## src/rtl/alu_arbiter_pkg.sv

```systemverilog
// Shared ALU encodings, flag layout and arbiter
// state constants for the ALU sharing logic.
package alu_arbiter_pkg;

  localparam logic [3:0] ALU_ADD  = 4'h0;
  localparam logic [3:0] ALU_SUB  = 4'h1;
  localparam logic [3:0] ALU_AND  = 4'h2;
  localparam logic [3:0] ALU_OR   = 4'h3;
  localparam logic [3:0] ALU_XOR  = 4'h4;
  localparam logic [3:0] ALU_PASS = 4'hF;

  // flag vector is {z,s,c,v}
  localparam int FLAG_Z = 3;
  localparam int FLAG_S = 2;
  localparam int FLAG_C = 1;
  localparam int FLAG_V = 0;

  typedef enum logic [1:0] {
    ARB_FREE  = 2'd0,
    ARB_LOCK0 = 2'd1,
    ARB_LOCK1 = 2'd2
  } arb_state_t;

endpackage

```

## src/rtl/alu_arbiter_rr2.sv

```systemverilog
// Two-way round-robin grant with lock override.
// Only rr_ptr is stored here; lock state comes from the top.
module arb_rr2 (
  input  logic clk,
  input  logic rst,
  input  logic req0,
  input  logic req1,
  input  logic lock_on,
  input  logic lock_id,
  input  logic rel,
  input  logic rel_port,
  output logic gnt0,
  output logic gnt1
);

  logic rr_ptr;

  always_comb begin
    gnt0 = 1'b0;
    gnt1 = 1'b0;
    if (!rst) begin
      if (lock_on) begin
        gnt0 = req0 & ~lock_id;
        gnt1 = req1 & lock_id;
      end else if (req0 && req1) begin
        gnt0 = ~rr_ptr;
        gnt1 = rr_ptr;
      end else begin
        gnt0 = req0;
        gnt1 = req1;
      end
    end
  end

  // a released owner hands priority to the other port
  always_ff @(posedge clk or posedge rst) begin
    if (rst) begin
      rr_ptr <= 1'b0;
    end else if (rel) begin
      rr_ptr <= ~rel_port;
    end else if (!lock_on && req0 && req1) begin
      rr_ptr <= ~rr_ptr;
    end
  end

endmodule

```

## src/rtl/alu_arbiter.sv

```systemverilog
// Arbitrates the shared ALU between execute (port 0)
// and branch/address-compare (port 1), one op per cycle.
module alu_arbiter
  import alu_arbiter_pkg::*;
#(
  parameter int WIDTH    = 32,
  parameter int LOCK_MAX = 8
) (
  input  logic             clk,
  input  logic             rst,
  input  logic             req0,
  input  logic             lock0,
  input  logic [3:0]       sel0,
  input  logic [WIDTH-1:0] a0,
  input  logic [WIDTH-1:0] b0,
  output logic             gnt0,
  input  logic             req1,
  input  logic             lock1,
  input  logic [3:0]       sel1,
  input  logic [WIDTH-1:0] a1,
  input  logic [WIDTH-1:0] b1,
  output logic             gnt1,
  output logic [3:0]       alu_sel,
  output logic [WIDTH-1:0] alu_a,
  output logic [WIDTH-1:0] alu_b,
  output logic [WIDTH-1:0] alu_prev_res,
  input  logic [WIDTH-1:0] alu_result,
  input  logic             alu_z,
  input  logic             alu_s,
  input  logic             alu_c,
  input  logic             alu_v,
  output logic             rsp_valid0,
  output logic             rsp_valid1,
  output logic [WIDTH-1:0] rsp_result,
  output logic [3:0]       rsp_flags
);

  localparam logic [3:0] LMAX = 4'(LOCK_MAX);

  arb_state_t       state;
  logic [3:0]       lock_cnt;
  logic [3:0]       next_cnt;
  logic             idle;
  logic             lock_on;
  logic             lock_id;
  logic             rel;
  logic             rel_port;
  logic             own_lock;
  logic             own_req;
  logic             any_gnt;
  logic [3:0]       flags;
  logic [WIDTH-1:0] last_res0;
  logic [WIDTH-1:0] last_res1;

  assign lock_on  = state != ARB_FREE;
  assign lock_id  = state == ARB_LOCK1;
  assign any_gnt  = gnt0 | gnt1;
  assign own_lock = gnt1 ? lock1 : lock0;
  assign own_req  = lock_id ? req1 : req0;
  assign next_cnt = lock_on ? lock_cnt + 4'd1 : 4'd1;
  assign rel_port = lock_on ? lock_id : gnt1;

  always_comb begin
    rel = 1'b0;
    if (any_gnt) begin
      rel = own_lock ? (next_cnt >= LMAX) : lock_on;
    end else if (lock_on) begin
      rel = !own_req && idle;
    end
  end

  arb_rr2 u_rr (
    .clk      (clk),
    .rst      (rst),
    .req0     (req0),
    .req1     (req1),
    .lock_on  (lock_on),
    .lock_id  (lock_id),
    .rel      (rel),
    .rel_port (rel_port),
    .gnt0     (gnt0),
    .gnt1     (gnt1)
  );

  always_ff @(posedge clk or posedge rst) begin
    if (rst) begin
      state    <= ARB_FREE;
      lock_cnt <= 4'd0;
      idle     <= 1'b0;
    end else if (rel) begin
      state    <= ARB_FREE;
      lock_cnt <= 4'd0;
      idle     <= 1'b0;
    end else if (any_gnt) begin
      idle <= 1'b0;
      if (own_lock) begin
        state    <= gnt1 ? ARB_LOCK1 : ARB_LOCK0;
        lock_cnt <= next_cnt;
      end
    end else if (lock_on) begin
      idle <= ~own_req;
    end
  end

  always_comb begin
    alu_sel      = ALU_PASS;
    alu_a        = '0;
    alu_b        = '0;
    alu_prev_res = '0;
    if (gnt0) begin
      alu_sel      = sel0;
      alu_a        = a0;
      alu_b        = b0;
      alu_prev_res = last_res0;
    end else if (gnt1) begin
      alu_sel      = sel1;
      alu_a        = a1;
      alu_b        = b1;
      alu_prev_res = last_res1;
    end
  end

  always_comb begin
    flags         = 4'd0;
    flags[FLAG_Z] = alu_z;
    flags[FLAG_S] = alu_s;
    flags[FLAG_C] = alu_c;
    flags[FLAG_V] = alu_v;
  end

  always_ff @(posedge clk or posedge rst) begin
    if (rst) begin
      rsp_valid0 <= 1'b0;
      rsp_valid1 <= 1'b0;
      rsp_result <= '0;
      rsp_flags  <= 4'd0;
      last_res0  <= '0;
      last_res1  <= '0;
    end else begin
      rsp_valid0 <= gnt0;
      rsp_valid1 <= gnt1;
      if (any_gnt) begin
        rsp_result <= alu_result;
        rsp_flags  <= flags;
      end
      if (gnt0) last_res0 <= alu_result;
      if (gnt1) last_res1 <= alu_result;
    end
  end

endmodule

```

## config.mk

```make
export PLATFORM = sky130hd
export DESIGN_NAME = alu_arbiter
export DESIGN_NICKNAME = d
export VERILOG_FILES = /design/src/rtl/alu_arbiter_pkg.sv /design/src/rtl/alu_arbiter_rr2.sv /design/src/rtl/alu_arbiter.sv
export SDC_FILE = /design/constraint.sdc
export NUM_CORES = 1
export LEC_CHECK = 0
export ABC_AREA = 1
export CORE_ASPECT_RATIO = 0.7
export CORE_UTILIZATION = 39
export CTS_BUF_LIST = sky130_fd_sc_hd__clkbuf_4
export DETAILED_ROUTE_END_ITERATION = 8
export MAX_ROUTING_LAYER = met4
export PLACE_DENSITY_LB_ADDON = 0.1
export SLEW_MARGIN = 20
export SYNTH_ARGS = -nofsm -noshare
export SYNTH_HDL_FRONTEND = slang
export SYNTH_SLANG_ARGS = --single-unit
```

## constraint.sdc

```tcl
create_clock -name clk -period 5.8 [get_ports clk]
set_input_delay 1.74 -clock clk [delete_from_list [all_inputs] [get_ports clk]]
set_output_delay 1.74 -clock clk [all_outputs]
set_load 0.05 [all_outputs]
```

==> reports/results.ini <==
[sta]
fin_skew_ps = 10.1
min_period_over_period_pct = 92.1
min_period_ps = 5340
max_freq_mhz = 187
final_hold_viol_count = 0
slew_viol_final = 0
setup_viol = 0
setup-tns-final_ps = 0
worst_pin_slew_ps = 802
rsz0062_at_grt = false
maxSlewHeadroom_pct = 46.5

[setup_path]
critPathLaunchType = primary input
r2r_setup_slack_ps = 3320
rr_worst_depth = 8
critical_path_buf_inv_count = 4
crit_slowest_cell = clkdlybuf4s50_1
critPathTopFamily = buffers and inverters
crit_type = primary input to primary output
worstPathRequired_ps = 4060
arrival_ps = 3600
cp-end-kind = primary output
r2r_end = rsp_result[16]$_DFFE_PP0P_
critical_path.max_stage_delay_ps = 540
critPathMaxFanout = 35
path_cells = clkdlybuf4s50_1 > nand3_1 > nand2_4 > clkinv_2 > buf_12 > nand2_1 > nand2_1 > buf_12
r2r-start = state[1]$_DFFE_PP0P_

[yosys]
synth_top_area_share_pct = 50.4
synth_cell_types = 25
ys_seq_area_share_pct = 50.4
ys_warn_count = 0
postSynthCellCount = 751
syn_nets = 930
syn_avg_cell_area_um2 = 7.28
ys_ff_latch = 110
synth_top_area_cell = dfrtp_1
synth_area_um2 = 5470
yosys-top-cells-area = dfrtp_1, nand2_1, o21ai_0

[cts]
clock_sinks = 110
cts_buffers = 9
cts_tree = done
cts_buffer_depth = 2
cts_resized = 0
root_buffer = clkbuf_4
clk_pin_slew_worst_paths_ps = 160
cts_max_level = 3
hold_buffers = 0
cts_setup_buffers = 0
insertion_delay_ps = 450

[worst_hold_path]
hold_class = flip-flop to flip-flop
hold_end = rsp_flags[2]$_DFFE_PP0P_
worstHoldStart = rsp_flags[2]$_DFFE_PP0P_
hold_path_depth = 2

[route]
drtIter0Drc = 413
ant_nets = 0
dr.pass1.iters = 5
routedWlPerCell_um = 15.2
routed_wl_um = 18900
post-route-drc-count = 0
viasPerCell = 4.67
vias = 5785

[layout]
fin_util_pct = 73.4
fill_cells = 1057
fin_nets = 1227
antenna_cells = 0
drive_gt1_share_pct = 13.3
synthToLayoutAreaGrowth_pct = 80.0

[pwr]
p_per_area_nw_per_um2 = 461
p_leak_nw = 4.78
irDropWorstVdd_uv = 338
netSwitchingPower_mw = 2.20
netSwitchingFraction_pct = 48.4
p_int_mw = 2.34
combPwrFrac_pct = 63.6
pwr-share-clk_pct = 7.5
seqPwrFrac_pct = 29.0

[flow_run]
drv_cap = 0

[grt]
grt-ovfl-total = 0
grtUsageTotal_pct = 27.1
grt_pass1_vias = 5551
grt_max_degree = 70
antenna_found_initial = 0
grt_first_pass_wirelength_um = 29000

[floorplanning]
dieArea_um2 = 14500
initial_core_util_pct = 40.8
io_pins = 318
core_um2 = 13400
rows = 35
die_h_um = 101
die_w_um = 144

[placed_design]
port_buffers = 317
dpl.hpwl_um = 14600
gp_congestion = 0.871

[run_status]
status = finished clean

worst reg2reg max path, delay by kind of cell (launching register included):
family / cells / cell delay (ps)
DFF: 1 / 440
and+or+nand+nor: 3 / 470
buffers and inverters: 4 / 1320
AOI/OAI and AO/OA: 1 / 160
metal layers:
layer | vias to the layer above | part of all wire, % | GRT usage, %
met2 | 193 | 47 | 41.8
met1 | 2671 | 44 | 35.9
li1 | 2906 | - | -
met3 | 15 | 7.8 | 7.51
met4 | 0 | 1.0 | 4.91
met5 | - | 0 | -
cell usage after synthesis (all sizes together):
library cell / n
nand2: 425
dfrtp: 110
o21ai: 99
inv: 47
buf: 30
clkbuf: 11
nand3: 9
nor2: 5
nand4: 4
o22a: 4
a21oi: 3
xor2: 2
ha: 1
o31ai: 1
worst max-delay path by stage:
stage               from   endpoint  depth (start not counted)  slack (ps)
floorplan            rst  alu_a[18]                          6         440
detailed placement  req0  alu_b[26]                          8         520
global placement    req0   alu_a[9]                          8         510
finish              req0   alu_a[9]                          8         460
global route        req0  alu_b[26]                          8         360
CTS                 req0   alu_a[9]                          8         510
power by group through the flow:
stage	clock [mW]	combinational, mW	sequential, mW
2_1_floorplan	0	1.20	1.73
3_3_place_gp	0	2.87	1.32
3_5_place_dp	0	2.90	1.32
4_1_cts	0.348	2.91	1.31
5_1_grt	0.382	3.06	1.36
6_report	0.338	2.88	1.31
per-stage QoR:
step / hold WS [ps] / std cells / area (um^2) / power, mW / worst slack (ps)
finish: 492 / 1238 / 9840 / 4.54 / 460
global route: 521 / 1238 / 9840 / 4.80 / 364
CTS: 496 / 1238 / 9840 / 4.56 / 508
detailed placement: 459 / 1222 / 9730 / 4.23 / 519
global placement: 455 / 1222 / 9730 / 4.18 / 506
floorplan: 453 / 751 / 5470 / 2.93 / 443
placed cells by master, fill, tap and decap left out, drive strengths merged:
cell and count:
a21oi 3, buf 112, clkbuf 10, clkdlybuf4s50 215
clkinv 6, clkinvlp 1, dfrtp 110, ha 1
inv 46, nand2 425, nand3 9, nand4 4
nor2 5, o21ai 99, o22a 4, o31ai 1
xor2 2
area by class of cell:
| type | count | area [um^2] | area share, % |
|---|---|---|---|
| well taps | 185 | 231 | 2.35 |
| inverters | 47 | 184 | 1.87 |
| flip-flops and latches | 110 | 2750 | 28.0 |
| repair buffers | 327 | 4240 | 43.1 |
| clock buffers | 10 | 75.1 | 0.763 |
| multi-input cells | 553 | 2320 | 23.5 |
| clock inverters | 6 | 37.5 | 0.381 |
cell families after synthesis:
family                     after synthesis  share of synthesized area (%)
xor gates and xnor gates                 2                          0.320
DFF                                    110                           50.4
adders and majority gates                1                          0.229
and+or+nand+nor                        443                           31.7
AOI/OAI and AO/OA                      107                           10.1
buffers and inverters                   88                           7.28
registers in the layout, indices dropped and copies added, names as in the netlist, 2 cells and up:
signal,count
last_res0,32
last_res1,32
rsp_flags,4
rsp_result,32
lock_cnt,4
state,2
No activity file was read; power rests on OpenSTA's default activity.
